--- config.mk ---
export PLATFORM = sky130hd
export DESIGN_NAME = riscv_alu
export DESIGN_NICKNAME = d
export VERILOG_FILES = /design/src/rtl/alu_pkg.sv /design/src/rtl/riscv_alu_cmp.sv /design/src/rtl/riscv_alu.sv
export SDC_FILE = /design/constraint.sdc
export NUM_CORES = 1
export LEC_CHECK = 0
export ABC_AREA = 1
export BUFFER_PORTS_ARGS = -buffer_cell sky130_fd_sc_hd__buf_4
export CAP_MARGIN = 15
export CELL_PAD_IN_SITES_DETAIL_PLACEMENT = 1
export CELL_PAD_IN_SITES_GLOBAL_PLACEMENT = 2
export CORE_ASPECT_RATIO = 1.1
export CORE_MARGIN = 8
export CORE_UTILIZATION = 33
export DETAILED_ROUTE_END_ITERATION = 12
export PLACE_DENSITY_LB_ADDON = 0.1
export SLEW_MARGIN = 20
export SYNTH_ARGS = -nofsm -noshare
export SYNTH_HDL_FRONTEND = slang
export SYNTH_SLANG_ARGS = --single-unit
--- constraint.sdc ---
create_clock -name vclk -period 4.17
set_input_delay 0.417 -clock vclk [all_inputs]
set_output_delay 0.417 -clock vclk [all_outputs]
set_load 0.02 [all_outputs]
--- src/rtl/alu_pkg.sv ---
// ---------------------------------------------------------------------------
// alu_pkg
//   Shared constants for the RV32I execute-stage ALU:
//   - operation class codes carried in S[1:0]
//   - funct3 codes carried in S[4:2]
//   - the complete 6-bit pre-packed select words {funct7[5], funct3, class}
// ---------------------------------------------------------------------------
package alu_pkg;

  // Operation class in S[1:0]
  localparam logic [1:0] CLS_ALU = 2'b01;
  localparam logic [1:0] CLS_BR  = 2'b11;

  // funct3 codes for register/immediate ALU ops
  localparam logic [2:0] F3_ADD_SUB = 3'b000;
  localparam logic [2:0] F3_SLL     = 3'b001;
  localparam logic [2:0] F3_SLT     = 3'b010;
  localparam logic [2:0] F3_SLTU    = 3'b011;
  localparam logic [2:0] F3_XOR     = 3'b100;
  localparam logic [2:0] F3_SR      = 3'b101;
  localparam logic [2:0] F3_OR      = 3'b110;
  localparam logic [2:0] F3_AND     = 3'b111;

  // funct3 codes for branch compares
  localparam logic [2:0] F3_BEQ  = 3'b000;
  localparam logic [2:0] F3_BNE  = 3'b001;
  localparam logic [2:0] F3_BLT  = 3'b100;
  localparam logic [2:0] F3_BGE  = 3'b101;
  localparam logic [2:0] F3_BLTU = 3'b110;
  localparam logic [2:0] F3_BGEU = 3'b111;

  // Full select words
  localparam logic [5:0] S_ADD  = 6'd1;
  localparam logic [5:0] S_SUB  = 6'd33;
  localparam logic [5:0] S_SLL  = 6'd5;
  localparam logic [5:0] S_SLT  = 6'd9;
  localparam logic [5:0] S_SLTU = 6'd13;
  localparam logic [5:0] S_XOR  = 6'd17;
  localparam logic [5:0] S_SRL  = 6'd21;
  localparam logic [5:0] S_SRA  = 6'd53;
  localparam logic [5:0] S_OR   = 6'd25;
  localparam logic [5:0] S_AND  = 6'd29;
  localparam logic [5:0] S_BEQ  = 6'd3;
  localparam logic [5:0] S_BNE  = 6'd7;
  localparam logic [5:0] S_BLT  = 6'd19;
  localparam logic [5:0] S_BGE  = 6'd23;
  localparam logic [5:0] S_BLTU = 6'd27;
  localparam logic [5:0] S_BGEU = 6'd31;

endpackage

--- src/rtl/riscv_alu_cmp.sv ---
// ---------------------------------------------------------------------------
// riscv_alu_cmp
//   Operand comparator shared by SLT/SLTU and the branch-condition decode.
//   Ports:
//     a, b         operands
//     eq           a == b
//     lt_signed    a <  b, two's-complement
//     lt_unsigned  a <  b, unsigned
// ---------------------------------------------------------------------------
module riscv_alu_cmp #(
  parameter int WIDTH = 32
) (
  input  logic [WIDTH-1:0] a,
  input  logic [WIDTH-1:0] b,
  output logic             eq,
  output logic             lt_signed,
  output logic             lt_unsigned
);

  assign eq          = (a == b);
  assign lt_unsigned = (a < b);
  assign lt_signed   = ($signed(a) < $signed(b));

endmodule

--- src/rtl/riscv_alu.sv ---
// ---------------------------------------------------------------------------
// riscv_alu
//   32-bit integer ALU for the RV32I execute stage.
//   Ports:
//     clk, rst_n  clock / async active-low reset (only used when REG_OUT=1)
//     A, B        operands (rs1, rs2-or-immediate)
//     S           select {funct7[5], funct3[2:0], class[1:0]}
//     Q           arithmetic/logic/shift/set-less-than result (class 01)
//     CMP         branch condition (class 11)
//   REG_OUT=0 gives a purely combinational path; REG_OUT=1 registers Q and
//   CMP with one cycle of latency.
// ---------------------------------------------------------------------------
module riscv_alu
  import alu_pkg::*;
#(
  parameter int WIDTH   = 32,
  parameter bit REG_OUT = 1'b0
) (
  input  logic             clk,
  input  logic             rst_n,
  input  logic [WIDTH-1:0] A,
  input  logic [WIDTH-1:0] B,
  input  logic [5:0]       S,
  output logic [WIDTH-1:0] Q,
  output logic             CMP
);

  logic [1:0]       op_class;
  logic [2:0]       funct3;
  logic             alt;      // funct7[5]: selects SUB / SRA
  logic [4:0]       shamt;    // upper bits of B never affect a shift
  logic             eq, lt_signed, lt_unsigned;
  logic [WIDTH-1:0] q_d;
  logic             cmp_d;

  assign op_class = S[1:0];
  assign funct3   = S[4:2];
  assign alt      = S[5];
  assign shamt    = B[4:0];

  riscv_alu_cmp #(.WIDTH(WIDTH)) u_cmp (
    .a           (A),
    .b           (B),
    .eq          (eq),
    .lt_signed   (lt_signed),
    .lt_unsigned (lt_unsigned)
  );

  always_comb begin
    // NOTE: every output gets a default before the case so no path can
    // leave it unassigned and infer a latch.
    q_d   = '0;
    cmp_d = 1'b0;

    if (op_class == CLS_ALU) begin
      case (funct3)
        F3_ADD_SUB: q_d = alt ? (A - B) : (A + B);
        F3_SR:      q_d = alt ? WIDTH'($signed(A) >>> shamt) : (A >> shamt);
        // Only ADD/SUB and SRL/SRA have an alternate form; any other
        // funct3 with funct7[5] set is undefined and yields zero.
        F3_SLL:     if (!alt) q_d = A << shamt;
        // Set-less-than includes equality by project decision.
        F3_SLT:     if (!alt) q_d = {{(WIDTH-1){1'b0}}, lt_signed | eq};
        F3_SLTU:    if (!alt) q_d = {{(WIDTH-1){1'b0}}, lt_unsigned | eq};
        F3_XOR:     if (!alt) q_d = A ^ B;
        F3_OR:      if (!alt) q_d = A | B;
        F3_AND:     if (!alt) q_d = A & B;
        default:    q_d = '0;
      endcase
    end

    if (op_class == CLS_BR) begin
      case (funct3)
        F3_BEQ:  cmp_d = eq;
        F3_BNE:  cmp_d = !eq;
        F3_BLT:  cmp_d = lt_signed;
        F3_BGE:  cmp_d = !lt_signed;
        F3_BLTU: cmp_d = lt_unsigned;
        F3_BGEU: cmp_d = !lt_unsigned;
        default: cmp_d = 1'b0;
      endcase
    end
  end

  if (REG_OUT) begin : g_reg
    logic [WIDTH-1:0] q_q;
    logic             cmp_q;

    // NOTE: state updates use non-blocking assignments so every flop
    // samples values from before the edge.
    always_ff @(posedge clk or negedge rst_n) begin
      if (!rst_n) begin
        q_q   <= '0;
        cmp_q <= 1'b0;
      end else begin
        q_q   <= q_d;
        cmp_q <= cmp_d;
      end
    end

    assign Q   = q_q;
    assign CMP = cmp_q;
  end else begin : g_comb
    // Clock and reset have no load in the combinational build.
    logic unused_clk_rst;
    assign unused_clk_rst = &{1'b0, clk, rst_n};

    assign Q   = q_d;
    assign CMP = cmp_d;
  end

endmodule

==> impl_metrics.json <==
{
  "setup_ws_ns": 0.4206,
  "rsz0062_at_grt": "no",
  "drt-total-wl_microns": 57020,
  "worstPathRequired_ns": 3.75,
  "yosys_warnings": 0,
  "avgViaCountPerCell": 5.779,
  "drv_cap": 0,
  "areaGrowthSynthToFinish_pct": 11.03,
  "postCtsHoldBufs": 0,
  "netlist.area_leader.share_pct": 26.72,
  "hold_viol": 0,
  "relSlewSlack_pct": 43.07,
  "syn_nets": 2100,
  "yosysMostFrequentCell": "nand2_1",
  "seq_cells": 0,
  "fin_crit_ns": 3.749,
  "grt-ovfl-total": 0,
  "critPathKind": "in -> out",
  "fin_util_pct": 36.87,
  "drtIter0Drc": 1000,
  "port_buffers": 103,
  "p_per_area_nw_per_um2": 140.9,
  "path_common_cell": "nand2_1",
  "clockBufferCount": 0,
  "dpl_cell_area_sq_um": 10500,
  "grt_antenna_before_repair": 0,
  "instances_no_fill": 2334,
  "fill_cells": 4210,
  "regArea_sq_um": 0,
  "die_h_microns": 193.5,
  "synthTopCellsByArea": "nand2_1 (27%), ha_1 (13%), nand3_1 (11%), a21oi_1 (9.5%), inv_1 (8.1%)",
  "dp_cells": 2334,
  "drive_gt1_share_pct": 8.444,
  "antenna_cells": 0,
  "tightest_slew_ns": 0.8531,
  "min_period_over_period_pct": 89.91,
  "drc": 0,
  "leakage_nw": 5.619,
  "ir_drop_mv": 0.09413,
  "hold_start": "S[0]",
  "nNetsFinal": 2139,
  "io_pins": 105,
  "path_buf_inv": 4,
  "vias": 13490,
  "fin_setup_tns_ns": 0,
  "status": "finished clean",
  "post_drt_wl_per_cell_microns": 24.43,
  "worstPathArrival_ns": 3.33,
  "maxSlewViolCount": 0,
  "grt_pass1_wl_microns": 85220,
  "fmax_mhz": 266.7,
  "yosysUniqueCellTypes": 47,
  "die-width_microns": 177.4,
  "critPathSlowestCell": "ha_1",
  "synth_area_sq_um": 9453,
  "dp_hpwl_microns": 47660,
  "final_area_sq_um": 10500,
  "core_region_area_sq_um": 28460,
  "initial_core_util_pct": 33.21,
  "start_kind": "primary input",
  "path_max_fanout": 26,
  "path_cells": "buf_4 -> inv_1 -> ha_1 -> nand2_1 -> nand3_1 -> nand2_1 -> inv_1 -> o21ai_1 -> nand2_1 -> nand3_1 -> nand2_1 -> nand3_1 -> nand2_1 -> nor2_1 -> nor2_1 -> buf_4",
  "grt_max_degree": 65,
  "syn_inst": 1929,
  "synth_common_cells": "nand2_1 (673), inv_1 (205), nand3_1 (201)",
  "critPathMaxStageDelay_ns": 0.44,
  "cp-startpoint": "B[3]",
  "fp-row-count": 65,
  "place_ws_ns": 0.5543,
  "postRouteAntennaNets": 0,
  "postSynthAreaPerCell_sq_um": 4.900,
  "die-area_sq_um": 34320,
  "place_congestion": 0.9637,
  "cts_setup_buffers": 0,
  "synth_top_area_cell": "nand2_1",
  "yosysSeqAreaShare_pct": 0,
  "drtPass1Iterations": 5,
  "crit_path_end_kind": "output pin",
  "cpLargestDelayFamily": "simple AND/OR/NAND/NOR gates",
  "min_path_type": "in -> out",
  "grt_usage_pct": 32.35,
  "grt_pass1_vias": 13810,
  "ctsResizeCount": 0,
  "setup_viol": 0
}
==> tightest hold or removal path, cell delays in order <==
cell and delay [ns]:
buf_4 0.11, nand2_1 0.05, nor2_1 0.04, buf_4 0.15
==> worst paths after layout <==
kind / endpoint / cells past startpoint / slack [ns]
setup / recovery: Q[28] / 16 / 0.42
hold / removal: CMP / 4 / 1.18
==> where the power goes <==
| group | total [mW] | switching, mW | internal (mW) |
|---|---|---|---|
| Clock | 0 | 0 | 0 |
| Sequential | 0 | 0 | 0 |
| Combinational | 1.48 | 1.05 | 0.429 |
| Total | 1.48 | 1.05 | 0.429 |
==> cells by family (layout without fill, tap and decap cells) <==
kind of cell,after synthesis,after routing,synth area share (%)
AO/OA/AOI/OAI,413,413,24.70
XOR/XNOR,4,4,0.3706
adder cells (fa/ha/maj),99,99,13.26
buffers and inverters,310,347,13.46
multiplexers,5,5,0.5295
AND/OR/NAND/NOR,1098,1098,47.68
==> metal layers <==
layer	track usage (%)	part of all wire [%]
met5	0	0
met4	11.09	4.1
met3	1.636	5.4
met2	53.76	47
met1	43.57	44
==> layout by cell type, fill, tap and decap left out, types with 7 or more instances in the layout <==
cell type    n
nand2_1    673
inv_1      204
nand3_1    201
a21oi_1    180
nor2_1     160
buf_4      133
o21ai_0    100
ha_1        97
o21ai_1     29
o22ai_1     20
o211ai_1    20
nor3_1      19
o21a_1      17
nand4_1     13
o21bai_1    10
inv_2        8
o221ai_1     7
==> cell type report <==
class	instances	area (sq um)	share of cell area [%]
multi-input combinational	1619	8200	78.14
inverter	212	795.8	7.582
tap	368	460.4	4.387
timing repair buffer	135	1039	9.895
==> per-stage QoR <==
step	power [mW]	hold slack, ns
2_1_floorplan	0.8976	0.9601
3_3_place_gp	1.431	1.177
3_5_place_dp	1.446	1.179
4_1_cts	1.451	1.179
5_1_grt	1.611	1.213
6_report	1.479	1.179
Note: power is estimated with default switching activity, not from simulation.
